--- src/rtl/toggle_event_gen.sv ---
// Per-bit toggle-completion detector feeding a toggle cover sink: one-cycle valid pulses plus sticky coverage count.
// Optional macro TOGGLE_EVENT_GEN_STAMP_EN adds a free-running cycle counter and last_hit_cycle output.
module toggle_event_gen #(
  parameter int WIDTH    = 4,
  parameter int ONE_SHOT = 1,
  parameter int CNT_W    = $clog2(WIDTH+1)
) (
  input  logic             clock,
  input  logic             reset,
  input  logic             en,
  input  logic             clear,
  input  logic [WIDTH-1:0] sig,
  output logic [WIDTH-1:0] valid,
`ifdef TOGGLE_EVENT_GEN_STAMP_EN
  output logic [31:0]      last_hit_cycle,
`endif
  output logic [CNT_W-1:0] covered_cnt,
  output logic             all_covered
);

  function automatic logic [CNT_W-1:0] popcnt(input logic [WIDTH-1:0] v);
    logic [CNT_W-1:0] n;
    n = '0;
    for (int i = 0; i < WIDTH; i++) n = n + CNT_W'(v[i]);
    return n;
  endfunction

  logic [WIDTH-1:0] prev_q, prev_d;
  logic [WIDTH-1:0] rise_q, rise_d;
  logic [WIDTH-1:0] fall_q, fall_d;
  logic [WIDTH-1:0] done_q, done_d;
  logic             primed_q, primed_d;
  logic [WIDTH-1:0] valid_q, valid_d;
  logic [CNT_W-1:0] cnt_q, cnt_d;
  logic             all_q, all_d;

  logic [WIDTH-1:0] rise, fall, rs_n, fs_n, comp;

  assign rise = sig & ~prev_q;
  assign fall = ~sig & prev_q;
  assign rs_n = rise_q | rise;
  assign fs_n = fall_q | fall;
  assign comp = rs_n & fs_n;

  always_comb begin
    prev_d   = sig;
    rise_d   = rise_q;
    fall_d   = fall_q;
    done_d   = done_q;
    primed_d = primed_q;
    valid_d  = '0;
    if (clear) begin
      rise_d   = '0;
      fall_d   = '0;
      done_d   = '0;
      primed_d = 1'b0;
    end else if (en) begin
      if (!primed_q) begin
        primed_d = 1'b1;
      end else if (ONE_SHOT != 0) begin
        valid_d = comp & ~done_q;
        done_d  = done_q | comp;
        rise_d  = rs_n;
        fall_d  = fs_n;
      end else begin
        // Completed bits re-arm so the next rise+fall pair pulses again.
        valid_d = comp;
        done_d  = done_q | comp;
        rise_d  = rs_n & ~comp;
        fall_d  = fs_n & ~comp;
      end
    end
    cnt_d = popcnt(done_d);
    all_d = &done_d;
  end

  always_ff @(posedge clock) begin
    if (reset) begin
      prev_q   <= '0;
      rise_q   <= '0;
      fall_q   <= '0;
      done_q   <= '0;
      primed_q <= 1'b0;
      valid_q  <= '0;
      cnt_q    <= '0;
      all_q    <= 1'b0;
    end else begin
      prev_q   <= prev_d;
      rise_q   <= rise_d;
      fall_q   <= fall_d;
      done_q   <= done_d;
      primed_q <= primed_d;
      valid_q  <= valid_d;
      cnt_q    <= cnt_d;
      all_q    <= all_d;
    end
  end

  assign valid       = valid_q;
  assign covered_cnt = cnt_q;
  assign all_covered = all_q;

`ifdef TOGGLE_EVENT_GEN_STAMP_EN
  logic [31:0] cycle_ctr_q, cycle_ctr_d;
  logic [31:0] last_hit_q, last_hit_d;

  always_comb begin
    cycle_ctr_d = cycle_ctr_q + 32'd1;
    last_hit_d  = last_hit_q;
    if (clear) last_hit_d = '0;
    else if (cnt_d > cnt_q) last_hit_d = cycle_ctr_q;
  end

  always_ff @(posedge clock) begin
    if (reset) begin
      cycle_ctr_q <= '0;
      last_hit_q  <= '0;
    end else begin
      cycle_ctr_q <= cycle_ctr_d;
      last_hit_q  <= last_hit_d;
    end
  end

  assign last_hit_cycle = last_hit_q;
`endif

endmodule

--- config.mk ---
export PLATFORM = sky130hd
export DESIGN_NAME = toggle_event_gen
export DESIGN_NICKNAME = d
export VERILOG_FILES = /design/src/rtl/toggle_event_gen.sv
export SDC_FILE = /design/constraint.sdc
export NUM_CORES = 1
export LEC_CHECK = 0
export CAP_MARGIN = 20
export CORE_MARGIN = 10
export CORE_UTILIZATION = 54
export DETAILED_ROUTE_END_ITERATION = 7
export GPL_TIMING_DRIVEN = 0
export PLACE_DENSITY = 0.8
export SYNTH_ARGS = -nofsm -noshare
export SYNTH_HDL_FRONTEND = slang
export SYNTH_SLANG_ARGS = --single-unit
--- constraint.sdc ---
create_clock -name clock -period 3.52 [get_ports clock]
set_input_delay 0.528 -clock clock [delete_from_list [all_inputs] [get_ports clock]]
set_output_delay 0.528 -clock clock [all_outputs]
set_load 0.03 [all_outputs]
==> reports/results.tsv, run 1 <==
metric	value	unit
syn_avg_cell_area	9.79	um^2
max-clock-path-buffers	2	
critical_path.max_stage_delay	0.49	ns
route.detailed.vias_per_inst	5.23	
fmaxAchievable	382	MHz
antenna-diode-count	0	
critical-path-slowest-cell	fa_1	
max_cap_violations	0	
worst-setup-path-type	in2reg	
root_buffer	clkbuf_4	
vias	758	
worst-endpoint-required	3.75	ns
layout-drive-gt1-share	0.0917	
netlist_area	998	um^2
syn-instance-count	102	
highest-signal-layer	met4	
min_period_over_period	0.743	
die_area	0.00397	mm^2
count_of_flip_flops_with_a_built_in_enable_after_synthesis	0	
endpoint	covered_cnt[1]	
grt_max_degree	14	
synth_top_cell_by_area	dfxtp_1	
slew_headroom	0.685	
numPortBuffers	14	
cts.sinks	25	
detailedRoute.firstPassIterationCount	4	
cp.buffers_inverters	1	
met1_routed_length	836	um
ordered_list_of_cells_on_the_worst_path	clkdlybuf4s50_1 -> nor2b_1 -> a21oi_1 -> o31ai_1 -> fa_1 -> ha_1 -> ha_1 -> and2b_1	
static-leakage-power	0.474	nW
post_layout_nonfiller_instances	145	
fp.dieW	63	um
met3WireLength	115	um
finalWeightedCongestion	0.851	
route.met2.wl	1010	um
wire_per_inst	13.7	um
floorplan.die.height	63	um
status	finished clean	
ctsResizeCount	0	
yosys.cell_types.count	28	
internal_reg_to_reg_setup_slack	1.20	ns
number_of_global_route_vias_before_repair	823	
dpl.hpwl	1590	um
timing.critical_path.from_type	input port	
worst_hold_startpoint	done_q[0]	
cts_hold_repair.buffers	0	
postRouteWirelength	1980	um
power.density_cell_area	371	mW/mm^2
totalNegativeSetupSlack	0	ns
num_rows	15	
cts_tree	done	
crit_path_frequent_cell	ha_1	
post-route-cell-area	0.00120	mm^2
post_cts.repair.setup_buffers	0	
core_region_area	0.00175	mm^2
design.portCount	16	
cts-buffers-inserted	3	
grt_use_total	0.111	
yosys-top-cells-area	dfxtp_1, a21oi_1, nor2b_1	
first_pass_grt_wire_length	3660	um
cp_num_cells	8	
post_syn_nets	114	
remaining_drc_errors	0	
slew_viol_final	0	
clk_pin_slew_worst_paths	0.13	ns
max_slew.worst_pin.slew	0.471	ns
setup_viol	0	
synth_sequential_area_ratio	0.501	
placed_inst_area	0.00117	mm^2
initialDrtViolationCount	13	
final.hold.worst_slack	0.469	ns
antenna_found_initial	0	
worst_skew_pair.late_latency	0.31	ns
grt_setup_unrepaired	no	
asyncSetResetFlopFracSynth	0	
delay_heaviest_family_cp	adder cells	
timing.final.hold_violations	0	
worst-endpoint-arrival	2.85	ns
worst_r2r_end	covered_cnt[1]	
layout.core_utilization	0.685	
yosys_most_used_dff	dfxtp_1	
path_max_fanout	3	
synth_top_area_share	0.501	
reg2regPathDepth	8	
hold_path.class	reg2reg	
critPathCaptureType	register	
sum_of_overflow_across_all_layers_after_global_routing	0	
cts.htree.levels	1	
finalCriticalPeriod	2.62	ns
synth-seq-cells	25	
place_inst	141	
initial_utilization	0.572	
yosysWarnings	0	
area.growth.synth_to_final	19.8	%
cp-startpoint	sig[0]	
final_antenna_net_count	0	
peakVddDrop	275	uV
timing.rr.start	prev_q[0]	
fin_nets	133	
skew	0.0116	ns
==> cell usage in the layout (no fill, tap or decap), drive strengths merged, types with 3 or more instances in the layout <==
cell type / Yosys / layout
o21ai: 5 / 5
dfxtp: 25 / 25
and2b: 5 / 5
nor2: 14 / 14
clkdlybuf4s50: 0 / 14
nor2b: 8 / 8
o21a: 4 / 4
clkbuf: 0 / 4
buf: 3 / 3
o31ai: 3 / 3
a21oi: 12 / 12
nand2: 5 / 5
nand2b: 3 / 3
nor3: 3 / 3
ha: 3 / 3
==> where the power goes <==
part	internal (W)	switching [W]	leakage [nW]	total, W
Sequential	0.000286	0.00000177	0.203	0.000288
Clock	0.0000443	0.0000806	0.0150	0.000125
Combinational	0.0000153	0.0000154	0.256	0.0000307
Total	0.000346	0.0000978	0.474	0.000444
==> kinds of logic (layout without fill, tap and decap cells) <==
family / after synthesis / after routing / synth area share
buffers and inverters: 4 / 22 / 0.0313
AND/OR/NAND/NOR: 41 / 41 / 0.232
adder cells (fa/ha/maj): 4 / 4 / 0.0576
flip-flops: 25 / 25 / 0.501
AO/OA/AOI/OAI: 28 / 28 / 0.178
==> per-layer routing <==
layer,track usage,up-vias
li1,-,387
met1,0.123,347
met2,0.190,22
met3,0.0394,2
met4,0.0391,0
met5,0,-
==> Yosys cell counts (all sizes together) (3+ instances only) <==
cell / count
dfxtp: 25
nor2: 14
a21oi: 12
nor2b: 8
and2b: 5
nand2: 5
o21ai: 5
o21a: 4
buf: 3
ha: 3
nand2b: 3
nor3: 3
o31ai: 3
==> through the flow <==
stage / setup WS, ns / power, W
detailed placement: 0.569 / 0.000325
global route: 0.730 / 0.000461
finish: 0.904 / 0.000444
floorplan: 1.17 / 0.000312
global placement: 0.568 / 0.000324
CTS: 0.906 / 0.000447
==> sequential cells by signal (all words and copies together) (netlist names) <==
register and count:
valid 4, prev_q 4, primed_q 1, all_covered 1, covered_cnt 3, rise_q 4, done_q 4, fall_q 4
==> how the worst min path moves through the flow <==
stage,endpoint,cells past startpoint
after floorplan,valid[0],1
after global placement,valid[0],1
after detailed placement,valid[1],1
after CTS,valid[0],1
after global routing,valid[1],1
final,valid[0],1
==> area by class of cell <==
class / count / area (um^2)
Sequential cell: 25 / 500
Clock buffer: 4 / 26.3
Fill cell: 146 / 549
Tap cell: 25 / 31.3
Multi-Input combinational cell: 73 / 467
Buffer: 3 / 27.5
Inverter: 1 / 3.75
Timing Repair Buffer: 14 / 140
Power figures use the tool's default switching activity.
==> run 2, diff against run 1 <==
--- a/config.mk
+++ b/config.mk
@@ -7,10 +7,10 @@
 export LEC_CHECK = 0
 export CAP_MARGIN = 20
 export CORE_MARGIN = 10
-export CORE_UTILIZATION = 54
+export CORE_UTILIZATION = 50
 export DETAILED_ROUTE_END_ITERATION = 7
 export GPL_TIMING_DRIVEN = 0
-export PLACE_DENSITY = 0.8
+export PLACE_DENSITY = 0.75
 export SYNTH_ARGS = -nofsm -noshare
 export SYNTH_HDL_FRONTEND = slang
 export SYNTH_SLANG_ARGS = --single-unit
==> constraint.sdc (replaced) <==
create_clock -name clock -period 2.45 [get_ports clock]
set_input_delay 0.3675 -clock clock [delete_from_list [all_inputs] [get_ports clock]]
set_output_delay 0.3675 -clock clock [all_outputs]
set_load 0.03 [all_outputs]
==> run 2 against run 1 <==
  * Worst hold slack got worse by 0.096 ns
  * Critical path type unchanged
  * Count of clock-buffer cells in the layout decreased by 1
  * Flip-flop and latch count is the same
  * Critical path depth did not move
  * Global-route usage is 1.8 points lower
  * Register-to-register slack got worse by 0.97 ns
  * Sequential share of layout area down 0.90 points
  * Wire length down 8.5%
  * Largest cell class unchanged
==> reports/results.tsv, run 2 (synthesized netlist as in run 1, its figures left out) <==
metric	value	unit
place_inst	143	
cp.buffers_inverters	1	
initial_utilization	0.520	
totalNegativeSetupSlack	0	ns
finalCriticalPeriod	2.36	ns
worst-setup-path-type	in2reg	
route.detailed.vias_per_inst	5.09	
worst_hold_path.num_cells	4	
critical_path.max_stage_delay	0.49	ns
initialDrtViolationCount	13	
fp.dieW	64.7	um
slew_viol_final	0	
timing.final.hold_violations	0	
worst_skew_pair.late_latency	0.31	ns
antenna_found_initial	0	
num_rows	16	
ordered_list_of_cells_on_the_worst_path	clkdlybuf4s50_1 -> nor2b_1 -> a21oi_1 -> o31ai_2 -> fa_1 -> ha_1 -> ha_1 -> and2b_1	
hold_path.class	in2reg	
status	finished clean	
peakVddDrop	379	uV
clockPowerShare	0.278	
first_pass_grt_wire_length	3140	um
cts.sinks	25	
critPathCaptureType	register	
max_cap_violations	0	
design_power_total	0.000636	W
sum_of_overflow_across_all_layers_after_global_routing	0	
reg2regPathDepth	8	
die_area	0.00418	mm^2
layout_commonest_cell	dfxtp_1	
final_antenna_net_count	0	
fin_nets	133	
grt_setup_unrepaired	no	
wire_per_inst	12.3	um
numPortBuffers	14	
min_period_over_period	0.962	
max-clock-path-buffers	2	
cts_hold_repair.buffers	0	
core_region_area	0.00192	mm^2
cts.htree.levels	1	
setup_viol	0	
antenna-diode-count	0	
cp_num_cells	8	
timing.critical_path.from_type	input port	
power_switching_share	0.222	
worst-endpoint-required	2.67	ns
static-leakage-power	0.482	nW
layout.cells.most_common_list	dfxtp_1, clkdlybuf4s50_1, nor2_1	
power_switching	0.000141	W
skew	0.0103	ns
cts_tree	done	
post_layout_nonfiller_instances	147	
finalWeightedCongestion	0.827	
p_int	0.000495	W
clk_pin_slew_worst_paths	0.13	ns
layout-drive-gt1-share	0.125	
postRouteWirelength	1810	um
path_max_fanout	3	
pwr-share-seq	0.652	
vias	748	
grt_use_total	0.0929	
grt_max_degree	15	
area.growth.synth_to_final	22.4	%
design.portCount	16	
pwr-share-comb	0.071	
critical-path-slowest-cell	clkdlybuf4s50_1	
remaining_drc_errors	0	
number_of_global_route_vias_before_repair	733	
fmaxAchievable	424	MHz
slew_headroom	0.699	
floorplan.die.height	64.7	um
cts-buffers-inserted	3	
worst-endpoint-arrival	2.57	ns
max_slew.worst_pin.slew	0.450	ns
detailedRoute.firstPassIterationCount	4	
root_buffer	clkbuf_4	
dpl.hpwl	1440	um
crit_path_frequent_cell	ha_1	
power.density_cell_area	520	mW/mm^2
delay_heaviest_family_cp	adder cells	
==> run 2: layout make-up <==
cell class | count | area (um^2)
Tap cell | 27 | 33.8
Clock buffer | 3 | 22.5
Inverter | 1 | 3.75
Multi-Input combinational cell | 73 | 489
Fill cell | 181 | 699
Timing Repair Buffer | 14 | 140
Clock inverter | 1 | 5.00
Sequential cell | 25 | 500
Buffer | 3 | 27.5
==> run 2: layer usage <==
layer | vias to the layer above | part of all wire | global-route usage
li1 | 387 | - | -
met2 | 12 | 0.49 | 0.158
met3 | 2 | 0.052 | 0.0326
met4 | 0 | 0.0055 | 0.0401
met5 | - | 0 | 0
met1 | 347 | 0.45 | 0.103
==> run 2: worst paths after layout <==
path	from	endpoint	slack, ns
worst max register to register	prev_q[1]	covered_cnt[1]	0.23
worst max-delay path	sig[1]	covered_cnt[1]	0.09
worst min register to register	done_q[0]	valid[0]	0.47
worst min-delay path	clear	done_q[2]	0.37
==> run 2: worst reg2reg max path, stage by stage (launching register included) <==
cell and delay (ns):
dfxtp_1 0.35, nor2b_1 0.18, o21a_1 0.13, a21oi_1 0.07, o31ai_2 0.31, fa_1 0.49
ha_1 0.19, ha_1 0.25, and2b_1 0.15
==> run 2: power groups by stage <==
stage	registers, W	logic [W]	clock network, W
after floorplan	0.000423	0.0000255	0
after global placement	0.000423	0.0000427	0
after detailed placement	0.000423	0.0000438	0
after CTS	0.000414	0.0000444	0.000188
after global routing	0.000415	0.0000499	0.000203
final	0.000414	0.0000448	0.000177
==> run 2: stage by stage <==
stage | cell area (um^2) | hold WS, ns | setup slack (ns) | utilization
floorplan | 998 | 0.424 | 0.263 | -
global placement | 1170 | 0.444 | -0.317 | 0.610
detailed placement | 1170 | 0.450 | -0.382 | 0.610
CTS | 1210 | 0.348 | 0.0812 | 0.630
global route | 1220 | 0.373 | 0.0251 | 0.636
finish | 1220 | 0.373 | 0.0938 | 0.636
==> run 2: repair_timing <==
item | in CTS | in global routing
buffers inserted | 0 | 0
setup endpoints to repair | 1 | 1
pin swaps | 0 | 0
gates resized for setup | 2 | 2
==> run 3, diff against run 2 <==
--- a/config.mk
+++ b/config.mk
@@ -10,6 +10,7 @@
 export CORE_UTILIZATION = 50
 export DETAILED_ROUTE_END_ITERATION = 7
 export GPL_TIMING_DRIVEN = 0
+export MAX_ROUTING_LAYER = met4
 export PLACE_DENSITY = 0.75
 export SYNTH_ARGS = -nofsm -noshare
 export SYNTH_HDL_FRONTEND = slang
==> run 3 against run 2 <==
  * Clock skew about the same
  * Setup slack got worse by 0.0027 ns
  * Power about the same
  * Sequential power about the same
  * Via count decreased by 0.13%
  * Maximum frequency decreased by 0.11%
  * Critical path type unchanged
  * Largest cell class unchanged
  * Global-route usage increased by 0.27 points
  * Die area unchanged
  * Worst hold slack got worse by 0.00060 ns
==> reports/results.tsv, run 3 (synthesized netlist as in run 1, its figures left out) <==
metric	value	unit
power_switching	0.000141	W
layout.cells.most_common_list	dfxtp_1, clkdlybuf4s50_1, nor2_1	
final_antenna_net_count	0	
slew_viol_final	0	
worst-endpoint-required	2.67	ns
timing.critical_path.from_type	input port	
layout_commonest_cell	dfxtp_1	
skew	0.0102	ns
cts.htree.levels	1	
finalCriticalPeriod	2.36	ns
critPathCaptureType	register	
hold_path.class	in2reg	
reg2regPathDepth	8	
worst-setup-path-type	in2reg	
numPortBuffers	14	
peakVddDrop	379	uV
fp.dieW	64.7	um
grt_use_total	0.0956	
fmaxAchievable	424	MHz
sum_of_overflow_across_all_layers_after_global_routing	0	
path_max_fanout	3	
worst_skew_pair.late_latency	0.31	ns
number_of_global_route_vias_before_repair	731	
finalWeightedCongestion	0.839	
internal_reg_to_reg_setup_slack	0.22	ns
dp_worst_setup_slack	-0.382	ns
timing.final.hold_violations	0	
p_int	0.000495	W
worst_hold_startpoint	clear	
remaining_drc_errors	0	
cp-startpoint	sig[1]	
floorplan.die.height	64.7	um
timing.final.ws_setup	0.0911	ns
cts_tree	done	
clockPowerShare	0.278	
root_buffer	clkbuf_4	
totalNegativeSetupSlack	0	ns
initialDrtViolationCount	15	
post-route-cell-area	0.00122	mm^2
design.portCount	16	
detailedRoute.firstPassIterationCount	4	
antenna_found_initial	0	
antenna-diode-count	0	
cts.sinks	25	
fin_nets	133	
layout-drive-gt1-share	0.125	
dpl.hpwl	1440	um
max-clock-path-buffers	2	
delay_heaviest_family_cp	adder cells	
static-leakage-power	0.482	nW
ordered_list_of_cells_on_the_worst_path	clkdlybuf4s50_1 -> nor2b_1 -> a21oi_1 -> o31ai_2 -> fa_1 -> ha_1 -> ha_1 -> and2b_1	
vias	747	
layout.area.seq	500	um^2
worst_hold_path.num_cells	4	
slew_headroom	0.699	
nFillCells	181	
pwr-share-comb	0.071	
design_power_total	0.000636	W
critical_path.max_stage_delay	0.49	ns
multi_input_comb_area	489	um^2
core_region_area	0.00192	mm^2
clk_pin_slew_worst_paths	0.13	ns
power_switching_share	0.222	
pwr-share-seq	0.651	
grt_setup_unrepaired	no	
num_rows	16	
critical-path-slowest-cell	clkdlybuf4s50_1	
max_slew.worst_pin.slew	0.450	ns
postRouteWirelength	1820	um
post_cts.repair.setup_buffers	0	
grt_max_degree	15	
wire_per_inst	12.3	um
cts-buffers-inserted	3	
die_area	0.00418	mm^2
cp.buffers_inverters	1	
max_cap_violations	0	
min_to	done_q[2]	
first_pass_grt_wire_length	3150	um
power.density_cell_area	520	mW/mm^2
area.growth.synth_to_final	22.4	%
layout.core_utilization	0.636	
placed_inst_area	0.00117	mm^2
worst_r2r_end	covered_cnt[1]	
status	finished clean	
route.detailed.vias_per_inst	5.08	
min_period_over_period	0.963	
setup_viol	0	
initial_utilization	0.520	
worst-endpoint-arrival	2.57	ns
crit_path_frequent_cell	ha_1	
timing.rr.start	prev_q[1]	
run 3: cell counts in the layout (fill, tap and decap cells not counted):
Identical to the previous run, type by type.
run 3: worst max path at each step:
stage          slack (ns)  depth (start not counted)        endpoint
2_1_floorplan        0.26                          8  covered_cnt[1]
3_3_place_gp        -0.32                          8  covered_cnt[1]
3_5_place_dp        -0.38                          8  covered_cnt[1]
4_1_cts              0.08                          8  covered_cnt[1]
5_1_grt              0.03                          9  covered_cnt[1]
6_report             0.09                          8  covered_cnt[1]
run 3: final cells by class:
type                    count  area share
multi-input cells          73       0.400
repair buffers             14       0.115
well taps                  27      0.0276
clock inverters             1     0.00409
flip-flops and latches     25       0.409
clock buffers               3      0.0184
inverters                   1     0.00307
plain buffers               3      0.0225
run 3: worst register-to-register path: cells and delay by family (launching register included):
| family | cells | cell delay (ns) |
|---|---|---|
| flops | 1 | 0.35 |
| fa+ha+maj | 3 | 0.93 |
| simple gates | 2 | 0.33 |
| compound gates | 3 | 0.51 |
run 3: power groups by stage:
| stage | Sequential (W) | Clock [W] | Combinational (W) |
|---|---|---|---|
| after global placement | 0.000423 | 0 | 0.0000427 |
| after detailed placement | 0.000423 | 0 | 0.0000438 |
| after floorplan | 0.000423 | 0 | 0.0000255 |
| final | 0.000414 | 0.000177 | 0.0000449 |
| after CTS | 0.000414 | 0.000188 | 0.0000444 |
| after global routing | 0.000415 | 0.000203 | 0.0000499 |
run 3: what timing repair did:
item | 4_1_cts | 5_1_grt
pin swaps | 0 | 0
endpoints found under the setup margin | 1 | 1
endpoints found under the hold margin | 0 | 0
resized for setup | 2 | 2
hold buffers | 0 | 0
run 3: per-stage QoR:
| step | hold WS, ns | cells |
|---|---|---|
| detailed placement | 0.450 | 143 |
| global route | 0.373 | 147 |
| global placement | 0.444 | 143 |
| CTS | 0.348 | 147 |
| floorplan | 0.424 | 102 |
| finish | 0.372 | 147 |
run 3: metal layers:
metal,part of all wire,global-route usage,up-vias
met2,0.49,0.156,12
met4,0.0055,0.0401,0
met5,0,-,-
li1,-,-,384
met3,0.047,0.0309,2
met1,0.46,0.105,349
